<file path="config.mk">
export PLATFORM = sky130hd
export DESIGN_NAME = reg_writeback_arbiter
export DESIGN_NICKNAME = d
export VERILOG_FILES = /design/src/rtl/reg_writeback_arbiter_pkg.sv /design/src/rtl/reg_writeback_arbiter_scoreboard.sv /design/src/rtl/reg_writeback_arbiter.sv
export SDC_FILE = /design/constraint.sdc
export NUM_CORES = 1
export LEC_CHECK = 0
export ABC_AREA = 1
export BUFFER_PORTS_ARGS = -buffer_cell sky130_fd_sc_hd__buf_2
export CORE_MARGIN = 3
export CORE_UTILIZATION = 40
export DETAILED_ROUTE_END_ITERATION = 12
export HOLD_SLACK_MARGIN = 0.06
export PLACE_DENSITY = 0.71
export SYNTH_ARGS = -nofsm -noshare
export SYNTH_HDL_FRONTEND = slang
export SYNTH_SLANG_ARGS = --single-unit
</file>
<file path="constraint.sdc">
create_clock -name clk -period 1.9 [get_ports clk]
set_clock_uncertainty 0.05 [all_clocks]
set_input_delay 0.095 -clock clk [delete_from_list [all_inputs] [get_ports clk]]
set_output_delay 0.095 -clock clk [all_outputs]
set_load 0.005 [all_outputs]
</file>
<file path="src/rtl/reg_writeback_arbiter_pkg.sv">
`default_nettype none
// ============================================================================
// reg_writeback_arbiter_pkg : shared constants for the writeback arbiter
// Revision : 1.0
// ============================================================================
package reg_writeback_arbiter_pkg;
  localparam int DATA_W   = 16;
  localparam int ADDR_W   = 4;
  localparam int NUM_REGS = 1 << ADDR_W;
  localparam logic [ADDR_W-1:0] REG_ZERO = 4'd0;
endpackage
`default_nettype wire

</file>
<file path="src/rtl/reg_writeback_arbiter_scoreboard.sv">
`default_nettype none
// ============================================================================
// wb_scoreboard : pending-write bit per register with same-edge set priority
// Revision : 1.0
// ============================================================================
module wb_scoreboard
  import reg_writeback_arbiter_pkg::*;
#(
  parameter int A_W  = ADDR_W,
  parameter int N_R  = NUM_REGS
) (
  input  logic           clk,
  input  logic           rst,
  input  logic           clr_en,
  input  logic [A_W-1:0] clr_addr,
  input  logic           set_en,
  input  logic [A_W-1:0] set_addr,
  input  logic [A_W-1:0] rs1,
  input  logic [A_W-1:0] rs2,
  output logic           rs1_busy,
  output logic           rs2_busy
);

  logic [N_R-1:0] pending_q;
  logic [N_R-1:0] pending_d;

  generate
    for (genvar i = 0; i < N_R; i++) begin : g_pending
      if (i == 0) begin : g_zero
        assign pending_d[i] = 1'b0;
      end else begin : g_reg
        // A new producer issued on the commit edge keeps the register busy.
        assign pending_d[i] = (set_en && (set_addr == A_W'(i))) ? 1'b1 :
                              (clr_en && (clr_addr == A_W'(i))) ? 1'b0 :
                              pending_q[i];
      end
    end
  endgenerate

  always_ff @(posedge clk or negedge rst) begin
    if (!rst) begin
      pending_q <= '0;
    end else begin
      pending_q <= pending_d;
    end
  end

  assign rs1_busy = pending_q[rs1];
  assign rs2_busy = pending_q[rs2];

endmodule
`default_nettype wire

</file>
<file path="src/rtl/reg_writeback_arbiter.sv">
`default_nettype none
// ============================================================================
// reg_writeback_arbiter : ALU/load writeback arbitration, output register and
//                         RAW hazard scoreboard for the 16x16 register file
// Revision : 1.0
// ============================================================================
module reg_writeback_arbiter #(
  parameter int DATA_W       = reg_writeback_arbiter_pkg::DATA_W,
  parameter int ADDR_W       = reg_writeback_arbiter_pkg::ADDR_W,
  parameter int STARVE_LIMIT = 4
) (
  input  logic              clk,
  input  logic              rst,
  input  logic              alu_valid,
  output logic              alu_ready,
  input  logic [ADDR_W-1:0] alu_rd,
  input  logic [DATA_W-1:0] alu_data,
  input  logic              mem_valid,
  output logic              mem_ready,
  input  logic [ADDR_W-1:0] mem_rd,
  input  logic [DATA_W-1:0] mem_data,
  input  logic              issue_valid,
  input  logic [ADDR_W-1:0] issue_rd,
  input  logic [ADDR_W-1:0] rs1,
  input  logic [ADDR_W-1:0] rs2,
  output logic              rs1_busy,
  output logic              rs2_busy,
  output logic              stall,
  output logic              wr_en,
  output logic [ADDR_W-1:0] wr_addr,
  output logic [DATA_W-1:0] wr_data,
  output logic              wr_itype
);
  import reg_writeback_arbiter_pkg::REG_ZERO;

  localparam int CNT_W = $clog2(STARVE_LIMIT + 1);
  localparam logic [CNT_W-1:0] CNT_MAX = CNT_W'(STARVE_LIMIT);

  logic [CNT_W-1:0]  starve_cnt_q, starve_cnt_d;
  logic              wr_en_q, wr_en_d;
  logic [ADDR_W-1:0] wr_addr_q, wr_addr_d;
  logic [DATA_W-1:0] wr_data_q, wr_data_d;

  logic alu_force;
  logic alu_acc;
  logic mem_acc;

  always_comb begin
    alu_force    = (starve_cnt_q == CNT_MAX);
    mem_ready    = !alu_force || !alu_valid;
    alu_ready    = !mem_valid || alu_force;
    alu_acc      = alu_valid && alu_ready;
    mem_acc      = mem_valid && mem_ready && !alu_acc;

    starve_cnt_d = '0;
    if (alu_valid && !alu_ready) begin
      starve_cnt_d = alu_force ? starve_cnt_q : starve_cnt_q + 1'b1;
    end

    // r0 writes still take the slot, they just never reach the register file.
    wr_en_d   = 1'b0;
    wr_addr_d = wr_addr_q;
    wr_data_d = wr_data_q;
    if (alu_acc) begin
      wr_en_d   = (alu_rd != ADDR_W'(REG_ZERO));
      wr_addr_d = alu_rd;
      wr_data_d = alu_data;
    end else if (mem_acc) begin
      wr_en_d   = (mem_rd != ADDR_W'(REG_ZERO));
      wr_addr_d = mem_rd;
      wr_data_d = mem_data;
    end
  end

  always_ff @(posedge clk or negedge rst) begin
    if (!rst) begin
      starve_cnt_q <= '0;
      wr_en_q      <= 1'b0;
      wr_addr_q    <= '0;
      wr_data_q    <= '0;
    end else begin
      starve_cnt_q <= starve_cnt_d;
      wr_en_q      <= wr_en_d;
      wr_addr_q    <= wr_addr_d;
      wr_data_q    <= wr_data_d;
    end
  end

  wb_scoreboard #(
    .A_W (ADDR_W),
    .N_R (1 << ADDR_W)
  ) u_scoreboard (
    .clk      (clk),
    .rst      (rst),
    .clr_en   (wr_en_q),
    .clr_addr (wr_addr_q),
    .set_en   (issue_valid),
    .set_addr (issue_rd),
    .rs1      (rs1),
    .rs2      (rs2),
    .rs1_busy (rs1_busy),
    .rs2_busy (rs2_busy)
  );

  assign stall    = rs1_busy | rs2_busy;
  assign wr_en    = wr_en_q;
  assign wr_addr  = wr_addr_q;
  assign wr_data  = wr_data_q;
  assign wr_itype = 1'b0;

endmodule
`default_nettype wire
</file>
==> results.txt, run 1 <==
----------------------------------------------------
[Synthesis]
  Avg Synthesized Cell Area ... 7.68 um^2
  Ranking of synthesized cells by area ... dfrtp_1, nand2_1, nand3_1
  Share of cell area taken by muxes after synthesis ... 0%
  Yosys Warn Count ... 0
  Count of distinct cell types in the synthesized netlist ... 33
  Area share of the largest cell type after synthesis ... 42.0%
  Fraction of registers with async set or reset after synthesis ... 100%
  Leading register cell type out of synthesis ... dfrtp_1
  Compound-cell area share of the yosys netlist ... 15.7%
  Seq/Total Area, Yosys ... 42.0%
  Synth Area in XOR/XNOR ... 0.377%
  Largest family of logic cells by synthesized area ... simple AND/OR/NAND/NOR gates
  Cell type with the largest total area after synthesis ... dfrtp_1
  Cell count after synthesis ... 303
  Adder-cell share of the synthesized area ... 1.08%
  Synthesized net count ... 362
  Number of enable flip-flop cells after synthesis ... 0
  Number of synthesized register bits ... 39
  Netlist area before placement ... 2330 um^2
  Post-Synth Simple-Gate Area ... 29.9%

[Clock network]
  Source-to-sink clock delay at the later pin of the worst-skew pair ... 0.30 ns
  Clock Tree Buf Depth ... 2
  Clock Tree Root ... clkbuf_8
  Total CTS buffers ... 5
  H-Tree Level Count ... 2
  Clock edge transition at the registers on the reported setup and hold paths ... 0.08 ns
  Clock tree from TritonCTS ... built
  Total clock sinks ... 39

[Floorplan]
  Placement Rows ... 27
  Full die area ... 6770 um^2
  Die Span Y ... 82.3 um
  Effective utilization at floorplan ... 41.7%
  Area of the core ... 5570 um^2
  Total I/O pin count ... 84
  Die X ... 82.3 um

[STA]
  Final critical-path required period ... 1.63 ns
  Final hold violations ... 0
  Worst Max-Slew Pin Slew ... 0.859 ns
  Setup TNS ... 0 ns
  FMAX ... 0.613 GHz
  Rel. slew slack ... 42.7%
  Final cycle utilization of the critical path ... 85.9%
  Count of final setup violators ... 0
  Worst slack on hold paths ... 0.0777 ns
  Fin. max-slew vios ... 0
  Unrepaired setup endpoints after global routing ... no

[Layout]
  Top library cells by usage in the layout, fill and taps aside ... buf_2, nand2_1, dlygate4sd3_1
  Count of filler cells inserted in the layout ... 463
  Most common cell after layout, fill and taps aside ... buf_2
  Area Overhead vs Synth ... 41.3%
  Number of nets at the end of the flow ... 489
  Fraction of final layout cells sized beyond drive strength 1 ... 29.5%

[Critical path]
  Critical path required time ... 2.03 ns
  Gate family responsible for the most delay along the worst path ... flip-flops
  Crit path buffers/inverters ... 3
  Type of the worst setup path ... reg -> reg
  CP startpoint kind ... flip-flop
  Type of destination of the critical path ... flip-flop
  Data arrival time of the worst path ... 1.76 ns
  Cell at the slowest stage of the critical path ... dfrtp_1
  CP Cell Sequence ... inv_1 > ha_1 > nand2_2 > nand2_4 > nand2_8 > buf_4 > inv_8 > a21oi_1 > o21ai_0
  Critical Path Stages ... 9
  Maximum fanout encountered on the critical timing path ... 19
  Largest stage delay, worst path ... 0.35 ns
  Cells on worst reg2reg path ... 9

[Routing]
  Antenna Violating Nets Remaining ... 0
  Routed wire length on met3 ... 673 um
  Metal1 wirelength ... 2.77 mm
  Detailed Route Iter0 Violations ... 175
  Average wire per standard cell ... 14.6 um
  Number of remaining DRC errors ... 0
  Overall routed net length ... 7.38 mm
  Vias per Instance ... 5.10
  Via count of the routed design ... 2,569
  Total length of routed met2 wires ... 3.64 mm
  Top layer reached by signal wires ... met4
  Detailed-routing iteration count for the pre-antenna-repair pass ... 5

[Pwr]
  Worst voltage drop across the vdd grid ... 0.555 mV
  Sw frac ... 33.9%
  Combinational Power Share ... 30.8%
  Power density over the cells ... 715 nW/um^2
  NetSw ... 796 uW
  Leak Pwr ... 0.00166 uW
  Sequential Power Share ... 45.9%
  Clk network pwr share ... 23.3%
  Internal power ... 1550 uW

[Global route]
  Via count of the first global-routing pass ... 2,602
  Global-route congestion overflow total ... 0
  Combined global-route utilization of all metal layers ... 23.0%
  Pin count of the biggest net entering global routing ... 40
  Global-route wire length before repair ... 12.0 mm
  Initial antenna violation count ... 1

[Hold path]
  Class of the worst hold path ... in -> reg
  Hold Path Cell Cnt ... 4

[Job]
  Maximum capacitance violations ... 0

[Outcome]
  Status ... complete, no violations

[Place]
  Final estimated routing congestion in global placement ... 0.948
  PortBufs ... 82
  HPWL after detailed placement ... 4.50 mm

----------------------------------------------------
cell usage after synthesis (2+ instances only):
master and count:
buf_4 3, nand2_1 71, inv_2 4, o21ai_1 11
nor2_1 25, o21ai_2 8, nor4_1 2, buf_6 3
ha_1 2, a21oi_2 7, o22ai_2 3, inv_1 34
nor2_2 3, a21oi_1 10, o21ai_0 15, dfrtp_1 39
nand3_1 40, nor3_1 8
metal layers:
metal	up-vias	GRT usage, %
li1	1238	-
met1	1163	26.8
met2	138	39.3
met3	30	6.40
met4	0	10.1
met5	-	0
tightest hold or removal path, cell delays in order:
cell     delay, ns
buf_2         0.10
nor2_1        0.06
nand3_1       0.08
nand2_1       0.05
flip-flops by register name, indices dropped and copies added (netlist names):
name                    flops
wr_en                       1
starve_cnt_q                3
wr_data                    16
wr_addr                     4
u_scoreboard.pending_q     15
per-stage QoR:
step | std cells | worst slack, ns | instance area (um^2) | util [%] | power (uW)
CTS | 500 | 0.0432 | 3260 | 58.4 | 2340
global placement | 449 | 0.524 | 2740 | 49.2 | 1710
detailed placement | 449 | 0.450 | 2740 | 49.2 | 1720
finish | 504 | 0.269 | 3290 | 58.9 | 2350
floorplan | 303 | 0.574 | 2330 | - | 1490
global route | 504 | 0.147 | 3290 | 58.9 | 2530
final cells by class:
class,count,area (um^2),area share [%]
multi-input cells,216,1110,33.8
flip-flops and latches,39,976,29.7
repair buffers,129,868,26.4
inverters,39,154,4.68
well taps,72,90.1,2.74
clock buffers,5,68.8,2.09
clock inverters,3,15.0,0.457
diodes,1,2.50,0.0762
what timing repair did:
action | CTS | global route
setup buffers | 0 | 3
setup endpoints to repair | 0 | 1
resized for setup | 0 | 1
hold buffers | 43 | 0
endpoints found under the hold margin | 60 | 0
logic make-up (layout without fill, tap and decap cells):
kind of cell | count (synthesis) | count (layout)
AND/OR/NAND/NOR | 155 | 156
AO/OA/AOI/OAI | 56 | 56
buffers and inverters | 49 | 176
flip-flops | 39 | 39
adder cells (fa/ha/maj) | 2 | 2
other | 1 | 2
XOR/XNOR | 1 | 1
power groups by stage:
stage | sequential, uW | combinational [uW] | clock (uW)
floorplan | 1070 | 414 | 0
global placement | 1090 | 623 | 0
detailed placement | 1090 | 633 | 0
CTS | 1080 | 701 | 558
global route | 1100 | 829 | 606
finish | 1080 | 723 | 548
path summary, 6_finish.rpt:
check	startpoint	to	slack [ns]
min in group asynchronous	rst	wr_data[1]$_DFFE_PN0P_	0.39
min reg2reg	wr_data[9]$_DFFE_PN0P_	wr_data[9]$_DFFE_PN0P_	0.44
max	starve_cnt_q[0]$_DFFE_PN0P_	wr_data[13]$_DFFE_PN0P_	0.27
max reg2reg	starve_cnt_q[0]$_DFFE_PN0P_	wr_data[13]$_DFFE_PN0P_	0.27
max in group asynchronous	rst	u_scoreboard.pending_q[7]$_DFFE_PN0P_	0.86
min	issue_rd[1]	u_scoreboard.pending_q[4]$_DFFE_PN0P_	0.08
Note: power is estimated with default switching activity, not from simulation.
==> run 2, diff against run 1 <==
- BUFFER_PORTS_ARGS: -buffer_cell sky130_fd_sc_hd__buf_2 -> -buffer_cell sky130_fd_sc_hd__clkbuf_2
- CORE_ASPECT_RATIO: not set -> 1.5
==> results.txt, run 2 (synthesis gave the netlist of run 1 again) <==
----------------------------------------------------
[Routing]
  Detailed Route Iter0 Violations ... 99
  Detailed-routing iteration count for the pre-antenna-repair pass ... 5
  Number of remaining DRC errors ... 0
  Average wire per standard cell ... 14.8 um
  Overall routed net length ... 7.33 mm
  Antenna Violating Nets Remaining ... 0
  Vias per Instance ... 5.10
  Via count of the routed design ... 2,528

[Critical path]
  Critical path required time ... 2.02 ns
  Internal reg-to-reg setup slack ... 0.39 ns
  Worst reg2reg endpoint ... wr_data[15]$_DFFE_PN0P_
  Gate family responsible for the most delay along the worst path ... buffers and inverters
  Crit path buffers/inverters ... 3
  Cell at the slowest stage of the critical path ... dlygate4sd3_1
  CP Cell Sequence ... dlygate4sd3_1 > clkbuf_2 > nor4_1 > dlygate4sd3_1 > o22ai_1
  Largest stage delay, worst path ... 0.60 ns
  Cells on worst reg2reg path ... 8
  Worst path most repeated cell ... dlygate4sd3_1
  CP startpoint kind ... primary input
  Maximum fanout encountered on the critical timing path ... 2
  Type of the worst setup path ... in -> reg
  Data arrival time of the worst path ... 1.73 ns
  Startpoint of the most critical register-to-register path ... starve_cnt_q[0]$_DFFE_PN0P_
  Type of destination of the critical path ... flip-flop
  Launch point of the worst path ... alu_rd[1]

[Floorplan]
  Placement Rows ... 33
  Full die area ... 6780 um^2
  Area of the core ... 5530 um^2
  Total I/O pin count ... 84
  Die X ... 68.3 um
  Effective utilization at floorplan ... 42.0%
  Die Span Y ... 99.4 um

[STA]
  Final cycle utilization of the critical path ... 84.8%
  Final hold violations ... 0
  Fin. max-slew vios ... 0
  Count of final setup violators ... 0
  Final critical-path required period ... 1.61 ns
  Unrepaired setup endpoints after global routing ... no
  Worst Max-Slew Pin Slew ... 0.510 ns
  Setup TNS ... 0 ns
  Final worst-path setup slack ... 0.289 ns
  Rel. slew slack ... 66.0%
  FMAX ... 0.621 GHz

[Layout]
  Diodes inserted ... 0
  Most common cell after layout, fill and taps aside ... clkbuf_2
  Area Overhead vs Synth ... 40.4%
  Count of filler cells inserted in the layout ... 489
  Fraction of final layout cells sized beyond drive strength 1 ... 28.9%
  Number of flip-flops under the largest register name ... 16
  Number of nets at the end of the flow ... 484
  Top library cells by usage in the layout, fill and taps aside ... clkbuf_2, nand2_1, nand3_1, dlygate4sd3_1, dfrtp_1

[Pwr]
  Internal power ... 1720 uW
  Sequential Power Share ... 42.9%
  Leak Pwr ... 0.00166 uW
  Clk network pwr share ... 28.6%
  Worst voltage drop across the vdd grid ... 0.608 mV
  Combinational Power Share ... 28.5%
  NetSw ... 802 uW
  Sw frac ... 31.8%
  Power density over the cells ... 773 nW/um^2

[Clock network]
  H-Tree Level Count ... 2
  Total CTS buffers ... 5
  Clock edge transition at the registers on the reported setup and hold paths ... 0.08 ns
  Clock tree from TritonCTS ... built
  Clock Tree Buf Depth ... 2
  Clock Tree Root ... clkbuf_8
  Total clock sinks ... 39
  Source-to-sink clock delay at the later pin of the worst-skew pair ... 0.29 ns

[Hold path]
  Worst Min Path Start ... alu_data[13]
  Class of the worst hold path ... in -> reg
  Hold Path Cell Cnt ... 3
  End point of the most critical hold path ... wr_data[13]$_DFFE_PN0P_

[Place]
  Pre-CTS setup slack ... 0.459 ns
  Final estimated routing congestion in global placement ... 0.794
  HPWL after detailed placement ... 4.83 mm
  PortBufs ... 82

[Global route]
  Initial antenna violation count ... 0
  Global-route congestion overflow total ... 0
  Via count of the first global-routing pass ... 2,639
  Global-route wire length before repair ... 11.9 mm
  Pin count of the biggest net entering global routing ... 40
  Combined global-route utilization of all metal layers ... 22.8%

[Job]
  Maximum capacitance violations ... 0

[Outcome]
  Status ... complete, no violations

----------------------------------------------------
==> run 2: cell types whose count changed in the layout (fill, tap and decap cells not counted), sizes merged <==
cell         before  now
buf              87    3
bufinv            0    1
clkbuf            5   88
clkinv            3    1
diode             1    0
dlygate4sd3      42   40
nand2            75   74
==> run 2: worst max path at each step <==
| stage | slack (ns) | cells past startpoint | to |
|---|---|---|---|
| after detailed placement | 0.46 | 8 | wr_data[13]$_DFFE_PN0P_ |
| after global placement | 0.52 | 8 | wr_data[13]$_DFFE_PN0P_ |
| after floorplan | 0.57 | 9 | wr_data[10]$_DFFE_PN0P_ |
| after CTS | 0.40 | 5 | wr_en$_DFF_PN0_ |
| after global routing | 0.23 | 9 | stall |
| final | 0.29 | 5 | wr_en$_DFF_PN0_ |
==> run 2: repair_timing <==
| action | CTS | global route |
|---|---|---|
| gates resized for setup | 0 | 0 |
| buffers inserted | 0 | 0 |
| hold endpoints to repair | 59 | 0 |
| hold buffers | 40 | 0 |
==> run 2: power groups by stage <==
| stage | clock [uW] | combinational (uW) | sequential (uW) |
|---|---|---|---|
| 2_1_floorplan | 0 | 414 | 1070 |
| 3_3_place_gp | 0 | 626 | 1090 |
| 3_5_place_dp | 0 | 647 | 1090 |
| 4_1_cts | 736 | 710 | 1080 |
| 5_1_grt | 771 | 819 | 1100 |
| 6_report | 721 | 720 | 1080 |
==> run 2: worst register-to-register path: cells and delay by family (launching register included) <==
family / cells / cell delay, ns
AND/OR/NAND/NOR: 3 / 0.35
AO/OA/AOI/OAI: 2 / 0.27
buffers and inverters: 2 / 0.16
adder cells (fa/ha/maj): 1 / 0.19
flip-flops: 1 / 0.37
==> run 2: metrics by stage <==
step | hold WS (ns) | std cells | utilization [%] | area [um^2] | power [uW]
2_1_floorplan | -0.251 | 303 | - | 2330 | 1490
3_3_place_gp | 0.128 | 448 | 49.7 | 2750 | 1710
3_5_place_dp | 0.135 | 448 | 49.7 | 2750 | 1740
4_1_cts | 0.0667 | 496 | 59.0 | 3270 | 2520
5_1_grt | 0.0621 | 496 | 59.0 | 3270 | 2690
6_report | 0.0760 | 496 | 59.0 | 3270 | 2520
==> run 2: cell type report <==
class	count	area, um^2	share of cell area (%)
Timing Repair Buffer	125	833	25.5
Inverter	39	154	4.71
Tap cell	70	87.6	2.68
Clock inverter	2	35.0	1.07
Multi-Input combinational cell	215	1100	33.6
Clock buffer	6	82.6	2.53
Sequential cell	39	976	29.9
==> run 2: routing by layer <==
| metal | track usage, % | up-vias | share of wire [%] |
|---|---|---|---|
| met5 | 0 | - | 0 |
| met4 | 8.73 | 0 | 3.1 |
| met3 | 5.76 | 25 | 8.8 |
| met2 | 40.0 | 137 | 50 |
| met1 | 25.5 | 1139 | 38 |
| li1 | - | 1227 | - |
==> run 3, diff against run 2 <==
- ABC_AREA: 1 -> 0
- PLACE_DENSITY: 0.71 -> 0.73
- clock period: 1.9 -> 1.5 ns (I/O delays scaled with it)
==> results.txt, run 3 <==
----------------------------------------------------
[Outcome]
  Status ... finished with violations
  Violations in the final reports ... setup timing

[Layout]
  Diodes inserted ... 0
  Most common cell after layout, fill and taps aside ... clkbuf_2
  Sequential standard cell area ... 976 um^2
  Top library cells by usage in the layout, fill and taps aside ... clkbuf_2, dlygate4sd3_1, dfrtp_1
  Count of filler cells inserted in the layout ... 348
  Area Overhead vs Synth ... 61.4%
  Fraction of final layout cells sized beyond drive strength 1 ... 37.7%
  Number of flip-flops under the largest register name ... 16
  Number of cells in the finished layout apart from fillers ... 409
  Number of nets at the end of the flow ... 403
  Area taken by multi-input logic gates ... 987 um^2

[Clock network]
  Clock Tree Buf Depth ... 2
  Source-to-sink clock delay at the later pin of the worst-skew pair ... 0.30 ns
  Clock edge transition at the registers on the reported setup and hold paths ... 0.07 ns
  Clock Tree Root ... clkbuf_8
  Total clock sinks ... 39
  Total CTS buffers ... 5
  Clock tree from TritonCTS ... built
  H-Tree Level Count ... 2

[Global route]
  Global-route wire length before repair ... 11.7 mm
  Global-route congestion overflow total ... 0
  Initial antenna violation count ... 0
  Pin count of the biggest net entering global routing ... 40
  Via count of the first global-routing pass ... 2,480
  Combined global-route utilization of all metal layers ... 25.4%

[Floorplan]
  Area of the core ... 4650 um^2
  Effective utilization at floorplan ... 42.8%
  Die X ... 63.6 um
  Die Span Y ... 92.4 um
  Total I/O pin count ... 84
  Full die area ... 5880 um^2
  Placement Rows ... 30

[Synthesis]
  Seq/Total Area, Yosys ... 49.0%
  Ranking of synthesized cells by area ... dfrtp_1, o21ai_0, o22ai_1
  Leading register cell type out of synthesis ... dfrtp_1
  Synthesized net count ... 258
  Cell type with the largest total area after synthesis ... dfrtp_1
  Number of enable flip-flop cells after synthesis ... 0
  Cell count after synthesis ... 199
  Commonest cells in the netlist ... dfrtp_1, o21ai_0, nor2_1
  Most frequent cell after synthesis ... dfrtp_1
  Area share of the largest cell type after synthesis ... 49.0%
  Fraction of registers with async set or reset after synthesis ... 100%
  Netlist area before placement ... 1990 um^2
  Number of synthesized register bits ... 39
  Count of distinct cell types in the synthesized netlist ... 31
  Yosys Warn Count ... 0
  Avg Synthesized Cell Area ... 10.0 um^2

[Pwr]
  Power density over the cells ... 1010 nW/um^2
  Clk network pwr share ... 24.6%
  Sw frac ... 30.3%
  Internal power ... 2260 uW
  Sequential Power Share ... 43.9%
  NetSw ... 981 uW
  Combinational Power Share ... 31.5%
  Worst voltage drop across the vdd grid ... 0.788 mV
  Leak Pwr ... 0.00149 uW

[Critical path]
  Internal reg-to-reg setup slack ... -0.03 ns
  Type of destination of the critical path ... output port
  Maximum fanout encountered on the critical timing path ... 3
  CP Cell Sequence ... mux4_2 > mux2i_1 > mux2i_2 > o21bai_1 > clkbuf_2
  Worst reg2reg endpoint ... wr_data[3]$_DFFE_PN0P_
  Cells on worst reg2reg path ... 8
  Data arrival time of the worst path ... 1.70 ns
  Largest stage delay, worst path ... 0.46 ns
  Cell at the slowest stage of the critical path ... mux4_2
  CP startpoint kind ... flip-flop
  Critical path required time ... 1.37 ns
  Type of the worst setup path ... reg -> out
  Crit path buffers/inverters ... 1
  Startpoint of the most critical register-to-register path ... starve_cnt_q[1]$_DFFE_PN0P_
  Gate family responsible for the most delay along the worst path ... multiplexers

[STA]
  Rel. slew slack ... 66.6%
  Final critical-path required period ... 1.83 ns
  Final cycle utilization of the critical path ... 122%
  Count of final setup violators ... 6
  FMAX ... 0.547 GHz
  Unrepaired setup endpoints after global routing ... yes
  Fin. max-slew vios ... 0
  Worst Max-Slew Pin Slew ... 0.501 ns
  Worst slack on hold paths ... 0.0750 ns
  Final hold violations ... 0
  Final worst-path setup slack ... -0.329 ns

[Routing]
  Antenna Violating Nets Remaining ... 0
  Overall routed net length ... 7.42 mm
  Number of remaining DRC errors ... 0
  Detailed Route Iter0 Violations ... 111
  Via count of the routed design ... 2,278
  Vias per Instance ... 5.57
  Average wire per standard cell ... 18.1 um
  Detailed-routing iteration count for the pre-antenna-repair pass ... 7

[Place]
  HPWL after detailed placement ... 4.12 mm
  Final estimated routing congestion in global placement ... 0.794
  PortBufs ... 82
  Placed Cells ... 349

[Job]
  Maximum capacitance violations ... 0

[Hold path]
  Class of the worst hold path ... in -> reg
  Hold Path Cell Cnt ... 3
  End point of the most critical hold path ... u_scoreboard.pending_q[10]$_DFFE_PN0P_
  Worst Min Path Start ... issue_rd[3]

----------------------------------------------------
run 3: kinds of logic after synthesis:
family / Yosys count / share of synthesized area (%)
buf+inv: 15 / 3.96
xor+xnor: 1 / 0.440
other cells: 1 / 0.188
compound gates: 56 / 15.8
mux: 17 / 12.8
simple gates: 68 / 16.6
flops: 39 / 49.0
fa+ha+maj: 2 / 1.26
run 3: layer usage:
metal | up-vias | track usage [%] | wire length [um]
met5 | - | 0 | 0
li1 | 1017 | - | -
met3 | 30 | 6.92 | 674
met2 | 140 | 46.4 | 3970
met4 | 0 | 11.2 | 211
met1 | 1091 | 26.8 | 2570
run 3: power by group through the flow:
stage	clock network, uW	logic (uW)	registers, uW
detailed placement	0	792	1440
floorplan	0	453	1400
global placement	0	776	1420
global route	846	1130	1450
CTS	792	938	1420
finish	795	1020	1420
run 3: layout make-up:
| class | count | area share, % |
|---|---|---|
| tap | 64 | 2.49 |
| timing repair buffer | 148 | 32.7 |
| clock buffer | 8 | 3.11 |
| sequential | 39 | 30.4 |
| inverter | 5 | 0.584 |
| multi-input combinational | 145 | 30.7 |
run 3: tightest hold or removal path, cell delays in order:
cell	delay, ns
clkbuf_2	0.11
nand3b_1	0.12
o31ai_1	0.07
run 3: how the worst max path moves through the flow:
stage	startpoint	to	slack, ns	depth (start not counted)
5_1_grt	u_scoreboard.pending_q[11]$_DFFE_PN0P_	stall	-0.40	5
2_1_floorplan	starve_cnt_q[0]$_DFFE_PN0P_	wr_data[10]$_DFFE_PN0P_	0.05	8
3_5_place_dp	starve_cnt_q[0]$_DFFE_PN0P_	wr_data[4]$_DFFE_PN0P_	-0.03	7
3_3_place_gp	starve_cnt_q[0]$_DFFE_PN0P_	wr_data[4]$_DFFE_PN0P_	0.01	7
4_1_cts	u_scoreboard.pending_q[15]$_DFFE_PN0P_	stall	-0.30	5
6_report	u_scoreboard.pending_q[7]$_DFFE_PN0P_	stall	-0.33	5
run 3: through the flow:
step           setup slack [ns]  total power (uW)  cell area, um^2  setup TNS (ns)  util, %
6_report                 -0.329              3240             3210          -0.883     69.1
3_5_place_dp            -0.0329              2230             2540         -0.0983     54.6
3_3_place_gp             0.0132              2190             2540               0     54.6
2_1_floorplan            0.0544              1850             1990               0        -
4_1_cts                  -0.305              3150             3110          -0.751     66.8
5_1_grt                  -0.396              3430             3210           -1.15     69.1
run 3: timing repair:
action / 4_1_cts / 5_1_grt
hold buffers: 45 / 0
buffers inserted: 3 / 3
gates cloned: 0 / 1
gates resized for setup: 3 / 15
endpoints found under the hold margin: 68 / 0
pin swaps: 2 / 5
setup endpoints to repair: 13 / 24
